===== src/rtl/s3g_pkg.sv =====
// Shared definitions for the S3G packet transmitter: start byte, frame FSM
// states and the byte-wise CRC-8 update (poly 0x07, MSB first, init 0).
package s3g_pkg;

  localparam logic [7:0] S3G_START_BYTE = 8'hD5;

  typedef enum logic [2:0] {
    S_IDLE,
    S_START,
    S_LEN,
    S_DATA,
    S_CRC
  } state_e;

  // Folds one data byte into the running CRC, most significant bit first.
  function automatic logic [7:0] crc8_d8(input logic [7:0] data, input logic [7:0] crc);
    logic [7:0] c;
    c = crc ^ data;
    for (int i = 0; i < 8; i++) begin
      c = c[7] ? ((c << 1) ^ 8'h07) : (c << 1);
    end
    return c;
  endfunction

endpackage


===== src/rtl/s3g_tx_pkt_if.sv =====
// Host-side payload/command signals and UART-side byte handshake of the
// S3G packet transmitter, bundled with host (master) and DUT (slave) views.
interface s3g_tx_pkt_if #(
  parameter int LEN_W = 6
);
  logic [7:0]       pl_data;
  logic             pl_wr;
  logic             packet_wr;
  logic             retx;
  logic             busy;
  logic [LEN_W-1:0] pl_count;
  logic             err;
  logic [7:0]       tx_data;
  logic             tx_wr;
  logic             tx_done;

  modport master (
    output pl_data, pl_wr, packet_wr, retx, tx_done,
    input  busy, pl_count, err, tx_data, tx_wr
  );

  modport slave (
    input  pl_data, pl_wr, packet_wr, retx, tx_done,
    output busy, pl_count, err, tx_data, tx_wr
  );
endinterface


===== src/rtl/s3g_tx_buf.sv =====
// Payload byte store for the S3G transmitter: synchronous write, asynchronous
// read so the FSM can present buf[idx] in the same cycle tx_done arrives.
module s3g_tx_buf #(
  parameter int DEPTH  = 32,
  parameter int ADDR_W = 5
) (
  input  logic              clk,
  input  logic              we,
  input  logic [ADDR_W-1:0] waddr,
  input  logic [7:0]        wdata,
  input  logic [ADDR_W-1:0] raddr,
  output logic [7:0]        rdata
);

  logic [7:0] mem [DEPTH];

  // NOTE: storage has no reset; every location is written before the FSM can
  // read it, and a reset would turn the array into flops instead of RAM.
  always_ff @(posedge clk) begin
    if (we) mem[waddr] <= wdata;
  end

  assign rdata = mem[raddr];

endmodule


===== src/rtl/s3g_tx_pkt.sv =====
// S3G packet transmitter: frames buffered payload as START,LEN,payload,CRC8
// onto a byte UART. Define S3G_TX_RETX_EN to enable last-packet resend (retx).
module s3g_tx_pkt
  import s3g_pkg::*;
#(
  parameter int         MAX_PAYLOAD = 32,
  parameter logic [7:0] START_BYTE  = S3G_START_BYTE,
  localparam int        LEN_W       = $clog2(MAX_PAYLOAD + 1)
) (
  input  logic         clk,
  input  logic         rst_n,
  s3g_tx_pkt_if.slave  bus
);

`ifdef S3G_TX_RETX_EN
  localparam bit RETX_EN = 1'b1;
`else
  localparam bit RETX_EN = 1'b0;
`endif

  localparam int               ADDR_W  = (MAX_PAYLOAD > 1) ? $clog2(MAX_PAYLOAD) : 1;
  localparam logic [LEN_W-1:0] ONE     = LEN_W'(1);
  localparam logic [LEN_W-1:0] MAX_CNT = LEN_W'(MAX_PAYLOAD);

  state_e           state_q, state_d;
  logic [LEN_W-1:0] len_q, len_d;
  logic [LEN_W-1:0] idx_q, idx_d;
  logic [LEN_W-1:0] cnt_q, cnt_d;
  logic [7:0]       crc_q, crc_d;
  logic [7:0]       tx_data_q, tx_data_d;
  logic             tx_wr_q, tx_wr_d;
  logic             busy_q, busy_d;
  logic             err_q, err_d;
  logic             last_ok_q, last_ok_d;
  logic             buf_we;
  logic             start;
  logic [7:0]       buf_rdata;

  s3g_tx_buf #(
    .DEPTH  (MAX_PAYLOAD),
    .ADDR_W (ADDR_W)
  ) u_buf (
    .clk   (clk),
    .we    (buf_we),
    .waddr (cnt_q[ADDR_W-1:0]),
    .wdata (bus.pl_data),
    .raddr (idx_q[ADDR_W-1:0]),
    .rdata (buf_rdata)
  );

  // NOTE: every variable gets its hold/idle value first so no path through
  // the case/if tree can leave one unassigned and infer a latch.
  always_comb begin
    state_d   = state_q;
    len_d     = len_q;
    idx_d     = idx_q;
    cnt_d     = cnt_q;
    crc_d     = crc_q;
    tx_data_d = tx_data_q;
    tx_wr_d   = 1'b0;
    busy_d    = busy_q;
    err_d     = 1'b0;
    last_ok_d = last_ok_q;
    buf_we    = 1'b0;
    start     = 1'b0;

    if (state_q == S_IDLE) begin
      if (bus.pl_wr) begin
        if (cnt_q != MAX_CNT) begin
          buf_we    = 1'b1;
          cnt_d     = cnt_q + ONE;
          last_ok_d = 1'b0;
        end else begin
          err_d = 1'b1;
        end
      end
      // cnt_d already includes a byte appended in this same cycle.
      if (bus.packet_wr) begin
        start = 1'b1;
        len_d = cnt_d;
      end else if (RETX_EN && bus.retx) begin
        // len_q still holds the previous frame length; a concurrent pl_wr
        // is starting a new payload, so the old packet is no longer valid.
        if (last_ok_q && !bus.pl_wr) start = 1'b1;
        else                         err_d = 1'b1;
      end
      if (start) begin
        state_d   = S_START;
        tx_data_d = START_BYTE;
        tx_wr_d   = 1'b1;
        busy_d    = 1'b1;
        idx_d     = '0;
        crc_d     = '0;
      end
    end else begin
      if (bus.pl_wr || bus.packet_wr || (RETX_EN && bus.retx)) err_d = 1'b1;
      if (bus.tx_done) begin
        tx_wr_d = 1'b1;
        case (state_q)
          S_START: begin
            tx_data_d = 8'(len_q);
            state_d   = S_LEN;
          end
          S_LEN, S_DATA: begin
            if (idx_q != len_q) begin
              tx_data_d = buf_rdata;
              crc_d     = crc8_d8(buf_rdata, crc_q);
              idx_d     = idx_q + ONE;
              state_d   = S_DATA;
            end else begin
              tx_data_d = crc_q;
              state_d   = S_CRC;
            end
          end
          S_CRC: begin
            tx_wr_d   = 1'b0;
            busy_d    = 1'b0;
            cnt_d     = '0;
            last_ok_d = RETX_EN;
            state_d   = S_IDLE;
          end
          default: begin
            tx_wr_d = 1'b0;
            state_d = S_IDLE;
          end
        endcase
      end
    end
  end

  // NOTE: state registers use non-blocking assignments so every flop samples
  // the values computed above for this edge, independent of statement order.
  always_ff @(posedge clk or negedge rst_n) begin
    if (!rst_n) begin
      state_q   <= S_IDLE;
      len_q     <= '0;
      idx_q     <= '0;
      cnt_q     <= '0;
      crc_q     <= '0;
      tx_data_q <= '0;
      tx_wr_q   <= 1'b0;
      busy_q    <= 1'b0;
      err_q     <= 1'b0;
      last_ok_q <= 1'b0;
    end else begin
      state_q   <= state_d;
      len_q     <= len_d;
      idx_q     <= idx_d;
      cnt_q     <= cnt_d;
      crc_q     <= crc_d;
      tx_data_q <= tx_data_d;
      tx_wr_q   <= tx_wr_d;
      busy_q    <= busy_d;
      err_q     <= err_d;
      last_ok_q <= last_ok_d;
    end
  end

  assign bus.busy     = busy_q;
  assign bus.pl_count = cnt_q;
  assign bus.err      = err_q;
  assign bus.tx_data  = tx_data_q;
  assign bus.tx_wr    = tx_wr_q;

endmodule

===== src/flat_wrapper.sv =====
// flat-port wrapper written by rule: the top's interface ports become plain ports
module s3g_tx_pkt_flat import s3g_pkg::*;
#(
  parameter int         MAX_PAYLOAD = 32,
  parameter logic [7:0] START_BYTE  = S3G_START_BYTE,
  localparam int        LEN_W       = $clog2(MAX_PAYLOAD + 1)
)
  (clk, rst_n, bus_pl_data, bus_pl_wr, bus_packet_wr, bus_retx, bus_tx_done, bus_busy, bus_pl_count, bus_err, bus_tx_data, bus_tx_wr);
  s3g_tx_pkt_if bus_i ();
  input  logic clk;
  input  logic rst_n;
  input wire logic [$bits(bus_i.pl_data)-1:0] bus_pl_data;
  input wire logic [$bits(bus_i.pl_wr)-1:0] bus_pl_wr;
  input wire logic [$bits(bus_i.packet_wr)-1:0] bus_packet_wr;
  input wire logic [$bits(bus_i.retx)-1:0] bus_retx;
  input wire logic [$bits(bus_i.tx_done)-1:0] bus_tx_done;
  output wire logic [$bits(bus_i.busy)-1:0] bus_busy;
  output wire logic [$bits(bus_i.pl_count)-1:0] bus_pl_count;
  output wire logic [$bits(bus_i.err)-1:0] bus_err;
  output wire logic [$bits(bus_i.tx_data)-1:0] bus_tx_data;
  output wire logic [$bits(bus_i.tx_wr)-1:0] bus_tx_wr;
  assign bus_i.pl_data = bus_pl_data;
  assign bus_i.pl_wr = bus_pl_wr;
  assign bus_i.packet_wr = bus_packet_wr;
  assign bus_i.retx = bus_retx;
  assign bus_i.tx_done = bus_tx_done;
  assign bus_busy = bus_i.busy;
  assign bus_pl_count = bus_i.pl_count;
  assign bus_err = bus_i.err;
  assign bus_tx_data = bus_i.tx_data;
  assign bus_tx_wr = bus_i.tx_wr;
  s3g_tx_pkt #(.MAX_PAYLOAD(MAX_PAYLOAD), .START_BYTE(START_BYTE)) u_core (.clk(clk), .rst_n(rst_n), .bus(bus_i));
endmodule

===== config.mk =====
export PLATFORM = sky130hd
export DESIGN_NAME = s3g_tx_pkt_flat
export DESIGN_NICKNAME = d
export VERILOG_FILES = /design/src/rtl/s3g_pkg.sv /design/src/rtl/s3g_tx_pkt_if.sv /design/src/rtl/s3g_tx_buf.sv /design/src/rtl/s3g_tx_pkt.sv /design/src/flat_wrapper.sv
export SDC_FILE = /design/constraint.sdc
export NUM_CORES = 1
export LEC_CHECK = 0
export BUFFER_PORTS_ARGS = -buffer_cell sky130_fd_sc_hd__buf_2
export CAP_MARGIN = 20
export CORE_UTILIZATION = 55
export CTS_CLUSTER_SIZE = 24
export DETAILED_ROUTE_END_ITERATION = 16
export PLACE_DENSITY_LB_ADDON = 0.12
export SETUP_SLACK_MARGIN = 0.2
export SYNTH_ARGS = -nofsm -noshare
export SYNTH_HDL_FRONTEND = slang
export SYNTH_SLANG_ARGS = --single-unit

===== constraint.sdc =====
create_clock -name clk -period 2.8 [get_ports clk]
set_input_delay 0.28 -clock clk [delete_from_list [all_inputs] [get_ports clk]]
set_output_delay 0.28 -clock clk [all_outputs]
set_load 0.005 [all_outputs]

Yosys cells after proc, flatten, opt, wreduce, memory -nomap -nowiden
Memories as Yosys holds them, arrays and structs flattened.
Cells that the tools add are included.
{"block": "classes", "n_addsub": 2, "n_eq_ne": 7, "mux": 52, "bitwise_logic": 9, "n_reduce_logical": 15}
{"cell": "8-bit two-way mux", "n": 9}
{"cell": "6-bit two-way mux", "n": 10}
{"cell": "3-bit two-way mux", "n": 12}
{"cell": "3-bit inverter", "n": 8}
{"cell": "1-bit two-way mux", "n": 19}
{"cell": "8-bit one-hot mux with 2 select lines", "n": 1}
{"cell": "6-bit by 1-bit adder with 6-bit output, second input constant", "n": 2}
{"cell": "2-bit nonzero test", "n": 4}
{"cell": "8-bit bitwise XOR", "n": 1}
{"cell": "3-bit by 2-bit == test with 1-bit output, second input constant", "n": 2}
{"cell": "6-bit inequality test", "n": 1}
{"cell": "6-bit inequality test, second input constant", "n": 1}
{"cell": "3-bit one-hot mux with 2 select lines", "n": 1}
{"cell": "2-bit AND reduction", "n": 3}
{"cell": "3-bit AND reduction", "n": 2}
{"cell": "4-bit AND reduction", "n": 1}
{"cell": "3-bit by 1-bit == test with 1-bit output, second input constant", "n": 1}
{"cell": "3-bit == test, second input constant", "n": 1}
{"cell": "3-bit logical NOT", "n": 1}
{"cell": "3-bit nonzero test", "n": 1}
{"cell": "3-bit OR reduction", "n": 1}
{"cell": "2-bit inequality test, second input constant", "n": 1}
{"cell": "2-bit OR reduction", "n": 1}
{"cell": "1-bit logical OR", "n": 1}
{"block": "totals", "ff_bits": 40, "ram_bits": 256, "inputBits": 14, "out_inout_bits": 17, "wordCells": 95, "mem_count": 1}
{"memory": "u_core.u_buf.mem", "depth": 32, "width": 8, "read_ports": 1, "rd_clocked_by_memory_dff": 0, "wr": 1, "line_no": "s3g_tx_buf.sv:15", "source": "logic [7:0] mem [DEPTH];"}

Longest topological paths before layout
Gate-level depths: netlist of run 1.
An unclocked memory read counts as a cell.
{"block": "depth", "word_depth": 22, "mapped_depth": 13, "mapped_depth_nobuf": 8}

By module
Synthesis of run 1 repeated with hierarchy kept, for this count alone.
{"block": "hier_totals", "cells_unflattened": 664, "hier_area_um2": 12170.4}
{"module": "s3g_tx_buf", "n_inst": 1, "cells_per_inst": 409, "area_each_um2": 9893.2}
{"module": "s3g_tx_pkt", "n_inst": 1, "cells_per_inst": 255, "area_each_um2": 2277.2}

Worst setup path before layout of run 1
OpenSTA, ideal clock, no wires.
{"block": "synth_timing", "path_kind": "reg-to-reg", "from": "register u_core.idx_q[0]", "to": "register u_core.crc_q[6]", "setup_time_ns": 0.076, "arrival_time_ns": 2.880, "slack_ns": -0.156, "path_stages_with_launch": 11, "path_buffers": 3, "path_cell_list": "dfrtp_1 > buf_6 > buf_4 > buf_4 > mux4_2 > mux4_2 > mux2i_1 > xnor3_1 > xnor2_1 > or3_1 > o21ai_1"}
{"block": "synth_via", "elab_chain_len": 11, "elab_cells_between_ends": 14, "cone_classes": "1 x eq/ne; 7 x mux; 3 x bitwise; 2 x reduce/logical; 1 x memory"}
{"item": "from (decl)", "line_no": "s3g_tx_pkt.sv:27", "source": "logic [LEN_W-1:0] idx_q, idx_d;"}
{"item": "from (signal assigned)", "line_no": "s3g_tx_pkt.sv:148", "source": "idx_q <= idx_d;"}
{"item": "memory read 32 x 8 bit"}
{"item": "8-bit bitwise XOR", "line_no": "s3g_pkg.sv:18", "source": "c = crc ^ data;"}
{"item": "3-bit two-way mux", "line_no": "s3g_pkg.sv:20", "source": "c = c[7] ? ((c << 1) ^ 8'h07) : (c << 1);"}
{"item": "3-bit inverter (no source line)"}
{"item": "3-bit two-way mux", "line_no": "s3g_pkg.sv:20"}
{"item": "3-bit inverter (no source line)"}
{"item": "3-bit two-way mux", "line_no": "s3g_pkg.sv:20"}
{"item": "8-bit two-way mux", "line_no": "s3g_tx_pkt.sv:105", "source": "if (idx_q != len_q) begin"}
{"item": "8-bit two-way mux", "line_no": "s3g_tx_pkt.sv:99", "source": "case (state_q)"}
{"item": "8-bit two-way mux", "line_no": "s3g_tx_pkt.sv:97", "source": "if (bus.tx_done) begin"}
{"item": "8-bit two-way mux", "line_no": "s3g_tx_pkt.sv:67", "source": "if (state_q == S_IDLE) begin"}
{"item": "to (signal assigned)", "line_no": "s3g_tx_pkt.sv:150", "source": "crc_q <= crc_d;"}
{"item": "to (decl)", "line_no": "s3g_tx_pkt.sv:29", "source": "logic [7:0] crc_q, crc_d;"}
Parallel ways exist; a longest one is shown, timed or not. The select of a mux whose other input is x is not followed.
A chain may end at the register's enable or synchronous reset.

Final worst setup path of run 1
{"block": "layout_timing", "from": "register u_core.idx_q[1]", "to": "register u_core.crc_q[6]"}
Same word-level chain as after synthesis.

==> metrics, run 1 <==
status complete, but fails checks; failing checks negative setup slack; Via density 6.052; HP Start bus_pl_wr; max_cap viols 0; synthesized area 0.01234 mm²; die area 0.02304 mm²; sequential fraction of the synthesis area 0.7040; ys flop type edfxtp_1; post-synth top area cell edfxtp_1; final setup fails 8; Gate Count Post-Synth 722; Leak 5.305 nW; Hold Path Stages 3; Max Freq 0.3231 GHz; Req. time, crit path 3.28 ns; number of H-tree levels 1; relative slew slack 0.3824; first-pass GRT wire length 41770 µm; Die Ht 151.8 µm; Synth async-reset ratio 0.1351; Seq cells post-synth 296; Register Area 0.008695 mm²; largest net degree at the start of global routing 41; CTS tree done; reg-to-reg endpoint u_core.crc_q[6]; Worst Tran Pin Value 0.9264 ns; clock skew 0.01604 ns; Crit Reg-Reg Startpoint u_core.idx_q[1]; Synth Net Count 741; final worst-path cycle share 1.105; crit path cell chain buf_4 > buf_12 > buf_12 > mux4_2 > mux4_2 > mux2i_4 > xnor3_2 > xnor2_1 > or3_1 > o21ai_1; CP max stage delay 0.52 ns; Routability Congestion 0.8817; Bufs and invs on worst path 3; share of cells above drive strength 1 0.3239; hpwl dp 18780 µm; Post-synth EDFFs 256; IO buf count 29; WHS Endpoint u_core.bus.err; RSZ-0062 raised after global routing true; final setup margin -0.2952 ns; drt total wl 28210 µm; CP Class flip-flop to flip-flop; gr usage total 0.2541; Antenna diodes 0; drt pass-1 iters 7; initial antenna violation count 0; adder-cell share of the synthesized area 0.005069; total power density per cell area 1095 mW/mm²; CP delay by family, top multiplexers; complex-gate fraction of the synthesized area 0.04928; GRT overflow 0; initial DRC count 622; Multi-input gate area 0.003573 mm²; clk_lat worst skew 0.56 ns; setup TNS -1.833 ns; multiplexer share of the synthesized area 0.1389; num rows 54; Hold Fails Final Rpt 0; clock slew at reported path FFs 0.06 ns; Max clock buf depth 3; worst IR drop on VDD 0.6065 mV; Startpoint Class flip-flop; syn_area_per_cell 17.09 µm²; top cells by count, synth edfxtp_1, nor2_1, mux4_2; Tmin final 3.095 ns; XOR/XNOR share of the synthesized area 0.02241; DRC viols 0; Slew Viols, Final 0; CTS sink cnt 296; num ports 31; initial core utilization 0.5637; synth-to-layout area growth 19.89%; DRT antenna net count 0; root cell of the clock tree clkbuf_16; top-count cell post-synth edfxtp_1; DR WL/cell 24.25 µm; combinational family with the most area after synthesis multiplexers; worst slack at placement -0.3627 ns; CP arrival 3.58 ns; post-synthesis simple-gate area fraction 0.06002; Die W 151.8 µm; Reg2Reg Depth 10; synth top area cells edfxtp_1, mux4_2, dfrtp_1; CTS Buf Count 31; Synth top area share 0.6229; Final nets 877; via count 7038; crit-path max FO 15; flop-to-flop setup slack -0.30 ns; Syn. warnings 0; element type at the critical path end flip-flop; Max stage delay cell, worst path mux4_2; Core Region 0.02189 mm²; Hold Path Class primary input to flip-flop; Yosys cell types 56; final-layout fill cell count 1499; number of global-route vias before repair 7006
[worst register-to-register path: cells and delay by family, from the launching register on]
family / cells / cell delay [ns]
muxes: 3 / 1.07
xor gates and xnor gates: 2 / 0.57
buffers and inverters: 3 / 0.51
DFF: 1 / 0.47
and+or+nand+nor: 1 / 0.30
AOI/OAI and AO/OA: 1 / 0.08
[cell families (layout without fill, tap and decap cells)]
logic type	count (synthesis)	in the layout
XOR/XNOR	26	26
AND/OR/NAND/NOR	156	156
AO/OA/AOI/OAI	92	92
buffers and inverters	47	208
adder cells (fa/ha/maj)	5	5
multiplexers	100	100
flip-flops	296	296
[through the flow]
| stage | hold slack [ns] | std cells | instance area [µm²] | power, mW | util |
|---|---|---|---|---|---|
| after floorplan | -0.01559 | 722 | 12410 | 9.488 | - |
| after global placement | 0.4616 | 1087 | 13410 | 11.36 | 0.6124 |
| after detailed placement | 0.4661 | 1087 | 13410 | 11.43 | 0.6124 |
| after CTS | 0.02159 | 1149 | 14540 | 15.72 | 0.6643 |
| after global routing | 0.04155 | 1163 | 14800 | 16.93 | 0.6759 |
| final | 0.04027 | 1163 | 14800 | 16.20 | 0.6759 |
[state kept, by name (all words and copies together) (netlist names), 3 cells and up]
| signal | flops |
|---|---|
| u_core.u_buf.mem | 256 |
| u_core.bus.tx_data | 8 |
| u_core.crc_q | 8 |
| u_core.bus.pl_count | 6 |
| u_core.idx_q | 6 |
| u_core.len_q | 6 |
| u_core.state_q | 3 |
[placed cells by master (no fill, tap or decap), types with 4 or more instances in the layout]
master / count
o221ai_1: 5
xnor2_1: 10
a21oi_1: 18
mux2i_1: 31
mux2_4: 5
mux4_2: 56
o21ai_0: 23
nand2_2: 4
nor3_1: 4
xor2_1: 9
and3_1: 4
buf_4: 95
inv_1: 10
o21ai_1: 5
bufinv_16: 5
clkbuf_1: 11
nand3_1: 16
clkbuf_16: 31
buf_12: 8
nand2_1: 28
dfrtp_1: 37
or3_1: 6
ha_1: 5
nor2b_1: 7
edfxtp_1: 256
buf_2: 29
nand4_1: 6
mux2_2: 5
a22o_1: 5
and2_1: 4
nor2_1: 57
[report_power, final]
part	leakage, nW	internal, mW	total (mW)	switching (mW)
Sequential	2.79	5.05	5.32	0.265
Clock	0.505	2.56	4.17	1.62
Combinational	2.01	3.52	6.70	3.18
[area by class of cell]
type / count / share of cell area
Clock buffer: 44 / 0.05708
Sequential cell: 296 / 0.5877
Inverter: 12 / 0.003044
Clock inverter: 14 / 0.01387
Tap cell: 280 / 0.02368
Timing Repair Buffer: 138 / 0.07315
Multi-Input combinational cell: 379 / 0.2415
[repair_timing]
action,in CTS,in global routing
setup buffers,1,14
resized for setup,10,31
hold buffers,3,0
pin swaps,3,8
endpoints found under the hold margin,43,0
setup endpoints to repair,14,210
[worst max-delay path by stage]
| stage | slack [ns] | end | cells after the start | start |
|---|---|---|---|---|
| final | -0.30 | u_core.crc_q[6] | 10 | u_core.idx_q[1] |
| after global routing | -0.39 | u_core.crc_q[6] | 10 | u_core.idx_q[1] |
| after detailed placement | -0.36 | u_core.crc_q[3] | 9 | u_core.idx_q[1] |
| after floorplan | -0.01 | u_core.crc_q[5] | 11 | u_core.idx_q[1] |
| after CTS | -0.31 | u_core.crc_q[6] | 9 | u_core.idx_q[1] |
| after global placement | -0.27 | u_core.crc_q[6] | 9 | u_core.idx_q[1] |
[metal layers]
metal	global-route usage	part of all wire
met4	0.08762	0.029
met1	0.3429	0.41
met2	0.4159	0.50
met5	0	0
met3	0.04850	0.059
No activity file was read; power rests on OpenSTA's default activity.
==> run 2: changes to the inputs <==
BUFFER_PORTS_ARGS = -buffer_cell sky130_fd_sc_hd__buf_4   (was -buffer_cell sky130_fd_sc_hd__buf_2)
GPL_TIMING_DRIVEN = 0   (was unset)
==> run 2 against run 1 <==
The run still ends with negative setup slack left. Final cell count fell by 2.8%. Clock skew fell by 0.0084 ns. Critical path type unchanged. Register-to-register slack barely moved. Clock power fell by 2%. Largest cell class unchanged. Via count rose by 2.1%. Wire length rose by 11%. Largest power group unchanged. Flip-flop and latch count did not move. Setup slack improved by 0.0041 ns.
==> metrics, run 2 (synthesis gave the netlist of run 1 again) <==
crit path launch u_core.idx_q[0]; number of global-route vias before repair 7118 (+1.6%); via count 7188 (+2.1%); status complete, but fails checks; Inst Count DP 1032 (-5.1%); CP delay by family, top multiplexers; hpwl dp 19630 µm (+4.6%); Leak 5.203 nW (-1.9%); IO buf count 29 (unchanged); Die Ht 151.8 µm (unchanged); Slew Viols, Final 0 (unchanged); DRT antenna net count 0 (unchanged); initial core utilization 0.5637 (unchanged); relative slew slack 0.5422 (+0.1598); commonest non-fill, non-tap cell in the layout edfxtp_1; initial DRC count 669 (+7.6%); drt pass-1 iters 6 (-1); GRT overflow 0 (unchanged); Startpoint Class flip-flop; Core Region 0.02189 mm² (unchanged); Hold Path Class primary input to flip-flop; DRC viols 0 (unchanged); failing checks negative setup slack; synth-to-layout area growth 21.63%; Final Instance Count excl. Fillers 1131 (-2.8%); DR top layer met4; initial antenna violation count 0 (unchanged); Routability Congestion 0.8981 (+1.9%); Hold WS 0.04630 ns (+0.006027 ns); CTS sink cnt 296 (unchanged); CP Class flip-flop to flip-flop; total power density per cell area 1105 mW/mm² (+0.90%); drt total wl 31280 µm (+11%); element type at the critical path end flip-flop; die area 0.02304 mm² (unchanged); final-layout fill cell count 1432 (-4.5%); CP max stage delay 0.53 ns (about the same); max_cap viols 0 (unchanged); WL met1 12710 µm (+9.1%); largest net degree at the start of global routing 41 (unchanged); final worst-path cycle share 1.104 (-0.001454); Util after Layout 0.6856 (+0.009773); num rows 54 (unchanged); WL met3 2013 µm (+21%); crit path cell chain buf_6 > buf_12 > buf_12 > mux4_2 > mux4_2 > mux2_4 > xor2_4 > xnor2_2 > xnor2_1 > or3_1 > nand3_1; Max clock buf depth 3 (unchanged); Bufs and invs on worst path 3 (unchanged); Crit path depth 11 (+1); CTS tree done; Antenna diodes 0 (unchanged); Max stage delay cell, worst path mux4_2; worst IR drop on VDD 0.5757 mV (-5.1%); root cell of the clock tree clkbuf_16; Crit Reg-Reg Startpoint u_core.idx_q[0]; Via density 6.355 (+5.0%); gr usage total 0.2808 (+0.02672); Reg2Reg Depth 11 (+1); Req. time, crit path 3.30 ns (+0.02 ns); CTS Buf Count 31 (unchanged); reg-to-reg endpoint u_core.crc_q[5]; share of cells above drive strength 1 0.3396 (+0.01570); fin area 0.01501 mm² (+1.4%); Hold Fails Final Rpt 0 (unchanged); CP arrival 3.59 ns (about the same); Die W 151.8 µm (unchanged); Max Freq 0.3235 GHz (+0.13%); crit-path max FO 6 (-9); Worst Setup EP u_core.crc_q[5]; number of H-tree levels 1 (unchanged); final setup fails 9 (+1); met2 wire length 15810 µm (+12%); most frequent cells in the layout edfxtp_1, buf_4, mux4_2, dfrtp_1; RSZ-0062 raised after global routing true; flop-to-flop setup slack -0.29 ns (about the same); max reg flops 256 (unchanged); first-pass GRT wire length 45790 µm (+9.6%); Worst Tran Pin Value 0.6815 ns (-0.2449 ns); worst slack at placement -1.112 ns (-0.7490 ns); Tmin final 3.091 ns (-0.004072 ns); DR WL/cell 27.65 µm (+14%); clock slew at reported path FFs 0.06 ns (about the same); Final nets 847 (-3.4%); num ports 31 (unchanged); clk_lat worst skew 0.56 ns (about the same); Cell Area, Placed 0.01299 mm² (-3.1%); largest register by flop count u_core.u_buf.mem; clock skew 0.007673 ns (-0.008365 ns); final setup margin -0.2912 ns (+0.004072 ns)
run 2: area by class of cell:
cell class	count	area, µm²	area share
buffer	35	386.6	0.02576
clock buffer	36	794.5	0.05293
clock inverter	20	206.4	0.01375
inverter	12	45.04	0.003001
multi-input combinational	379	3908	0.2603
sequential	296	8691	0.5790
tap	280	350.3	0.02334
timing repair buffer	73	628.1	0.04185
run 2: what timing repair did:
item | CTS | global route
buffers inserted | 29 | 10
hold buffers | 3 | 0
pin swaps | 16 | 15
endpoints found under the hold margin | 43 | 0
gates resized for setup | 115 | 53
endpoints found under the setup margin | 273 | 210
gates cloned | 0 | 1
run 2: how the worst min path moves through the flow:
stage / startpoint / end / slack [ns] / depth (start not counted)
after floorplan: rst_n / u_core.bus.busy / -0.02 / 0
after global placement: rst_n / u_core.bus.pl_count[1] / 0.28 / 1
after detailed placement: rst_n / u_core.bus.pl_count[1] / 0.29 / 1
after CTS: bus_pl_wr / u_core.bus.err / 0.01 / 3
after global routing: bus_pl_wr / u_core.bus.err / 0.07 / 3
final: bus_pl_wr / u_core.bus.err / 0.05 / 3
run 2: tightest hold or removal path, stage by stage:
cell and delay (ns):
buf_4 0.12, o21ai_0 0.09, nand2_1 0.07
run 2: layer usage:
layer  global-route usage  up-vias
met5                    0        -
met4              0.06980        0
met3              0.04731       57
met2               0.4734      307
met1               0.3820     3759
li1                     -     3065
run 2: through the flow:
| stage | TNS (ns) | total power [mW] |
|---|---|---|
| after floorplan | -0.02967 | 9.488 |
| after global placement | -45.49 | 11.03 |
| after detailed placement | -77.58 | 11.14 |
| after CTS | -1.741 | 16.05 |
| after global routing | -2.713 | 17.26 |
| final | -1.968 | 16.58 |
run 2: report_power, final:
group	internal [mW]	switching (mW)	leakage, nW
Sequential	5.05	0.260	2.79
Combinational	3.60	3.59	1.92
Clock	2.39	1.70	0.495
==> run 3: changes to the inputs <==
SKIP_CTS_REPAIR_TIMING = 1   (was unset)
==> run 3 against run 2 <==
The run still ends with negative setup slack left. Wire length is 0.67% lower. Critical path depth stayed put. Sequential share of layout area hardly changed. Flip-flop and latch count stayed put. Maximum frequency is 4.4% lower. Largest cell class unchanged. Register-to-register slack worse by 0.14 ns. Non-clock buffer count is 1 higher. Clock power hardly changed.
==> metrics, run 3 (synthesis gave the netlist of run 1 again) <==
first-pass GRT wire length 44450 µm (-2.9%); crit-path max FO 9 (+3); die area 0.02304 mm² (unchanged); flop-to-flop setup slack -0.43 ns (-0.14 ns); Max clock buf depth 3 (unchanged); num ports 31 (unchanged); Final nets 848 (+0.12%); WHS Endpoint u_core.bus.err; Final Instance Count excl. Fillers 1132 (+0.088%); via count 7138 (-0.70%); element type at the critical path end flip-flop; root cell of the clock tree clkbuf_16; worst IR drop on VDD 0.6105 mV (+6.0%); reg-to-reg endpoint u_core.crc_q[7]; Core Region 0.02189 mm² (unchanged); CP arrival 3.66 ns (+0.07 ns); Hold WS 0.009869 ns (-0.03643 ns); DRC viols 0 (unchanged); number of global-route vias before repair 6929 (-2.7%); Tmin final 3.233 ns (+0.1413 ns); Max Freq 0.3094 GHz (-4.4%); HP Start bus_packet_wr; largest register by flop count u_core.u_buf.mem; initial DRC count 669 (unchanged); relative slew slack 0.5458 (+0.003632); initial core utilization 0.5637 (unchanged); drt pass-1 iters 7 (+1); IO buf count 29 (unchanged); final worst-path cycle share 1.154 (+0.05048); Crit Reg-Reg Startpoint u_core.idx_q[0]; Leak 5.213 nW (+0.19%); Hold Path Stages 3 (unchanged); total power density per cell area 1108 mW/mm² (+0.31%); most frequent cells in the layout edfxtp_1, buf_4, mux4_2, dfrtp_1, nor2_4; gr usage total 0.2737 (-0.007103); commonest non-fill, non-tap cell in the layout edfxtp_1; failing checks negative setup slack; number of H-tree levels 1 (unchanged); GRT overflow 0 (unchanged); worst slack at placement -1.112 ns (unchanged); clk_lat worst skew 0.56 ns (about the same); initial antenna violation count 0 (unchanged); status complete, but fails checks; clock slew at reported path FFs 0.06 ns (about the same); final setup fails 9 (unchanged); max reg flops 256 (unchanged); Via density 6.306 (-0.78%); Req. time, crit path 3.23 ns (-0.07 ns); hpwl dp 19630 µm (unchanged); synth-to-layout area growth 21.64% (about the same); Die W 151.8 µm (unchanged); DRT antenna net count 0 (unchanged); Slew Viols, Final 0 (unchanged); Inst Count DP 1032 (unchanged); Hold Path Class primary input to flip-flop; RSZ-0062 raised after global routing true; max_cap viols 0 (unchanged); Die Ht 151.8 µm (unchanged); largest net degree at the start of global routing 41 (unchanged); share of cells above drive strength 1 0.3392 (-0.0003986); final setup margin -0.4325 ns (-0.1413 ns); Startpoint Class flip-flop; Antenna diodes 0 (unchanged); Worst Tran Pin Value 0.6761 ns (-0.005406 ns); CTS tree done; CP Class flip-flop to flip-flop; num rows 54 (unchanged); Hold Fails Final Rpt 0 (unchanged); Reg2Reg Depth 11 (unchanged); Routability Congestion 0.8981 (unchanged); clock skew 0.01085 ns (+0.003179 ns); CTS Buf Count 31 (unchanged); drt total wl 31070 µm (-0.67%); CTS sink cnt 296 (unchanged); DR WL/cell 27.44 µm (-0.75%)
[run 3: cell types whose count changed in the layout (fill, tap and decap cells not counted), sizes merged]
cell	delta
dlygate4sd3	-1
buf	+2
[run 3: worst max path at each step]
stage | startpoint | endpoint | slack (ns) | cells after the start
floorplan | u_core.idx_q[1] | u_core.crc_q[5] | -0.01 | 11
global placement | u_core.idx_q[2] | u_core.crc_q[3] | -1.09 | 10
detailed placement | u_core.idx_q[2] | u_core.crc_q[3] | -1.11 | 10
CTS | u_core.idx_q[2] | u_core.crc_q[3] | -1.14 | 10
global route | u_core.idx_q[0] | u_core.crc_q[7] | -0.50 | 11
finish | u_core.idx_q[0] | u_core.crc_q[7] | -0.43 | 11
[run 3: critical path, stage by stage, from the launching register on]
cell     delay [ns]
dfrtp_1        0.38
buf_6          0.18
buf_12         0.14
buf_12         0.14
mux4_2         0.49
mux4_2         0.51
mux2i_4        0.31
xnor3_2        0.43
buf_4          0.16
xnor2_2        0.13
a21oi_1        0.15
o22ai_1        0.09
[run 3: stage by stage]
step,instance area (µm²),setup TNS (ns),util,power [mW]
CTS,13990,-78.76,0.6392,15.19
global placement,12980,-45.49,0.5928,11.03
finish,15010,-2.648,0.6857,16.63
detailed placement,12990,-77.58,0.5935,11.14
floorplan,12410,-0.02967,-,9.488
global route,15010,-3.385,0.6857,17.28
[run 3: layout make-up]
class                      count  area [µm²]
fill                        1439        6880
clock buffer                  36       794.5
multi-input combinational    379        3911
inverter                      12       45.04
tap                          280       350.3
sequential                   296        8691
timing repair buffer          74       646.9
buffer                        35       365.4
clock inverter                20       206.4
[run 3: routing by layer]
layer	up-vias	GRT usage	routed length (µm)	share of wire
li1	3065	-	-	-
met1	3717	0.3798	12560	0.40
met2	304	0.4489	15400	0.50
met3	52	0.04341	2124	0.068
met4	0	0.08218	979	0.032
met5	-	0	0	0
[run 3: where the power goes]
part	switching (mW)	total, mW	internal [mW]
Sequential	0.257	5.30	5.05
Combinational	3.63	7.26	3.63
Clock	1.68	4.07	2.39
Total	5.57	16.6	11.1
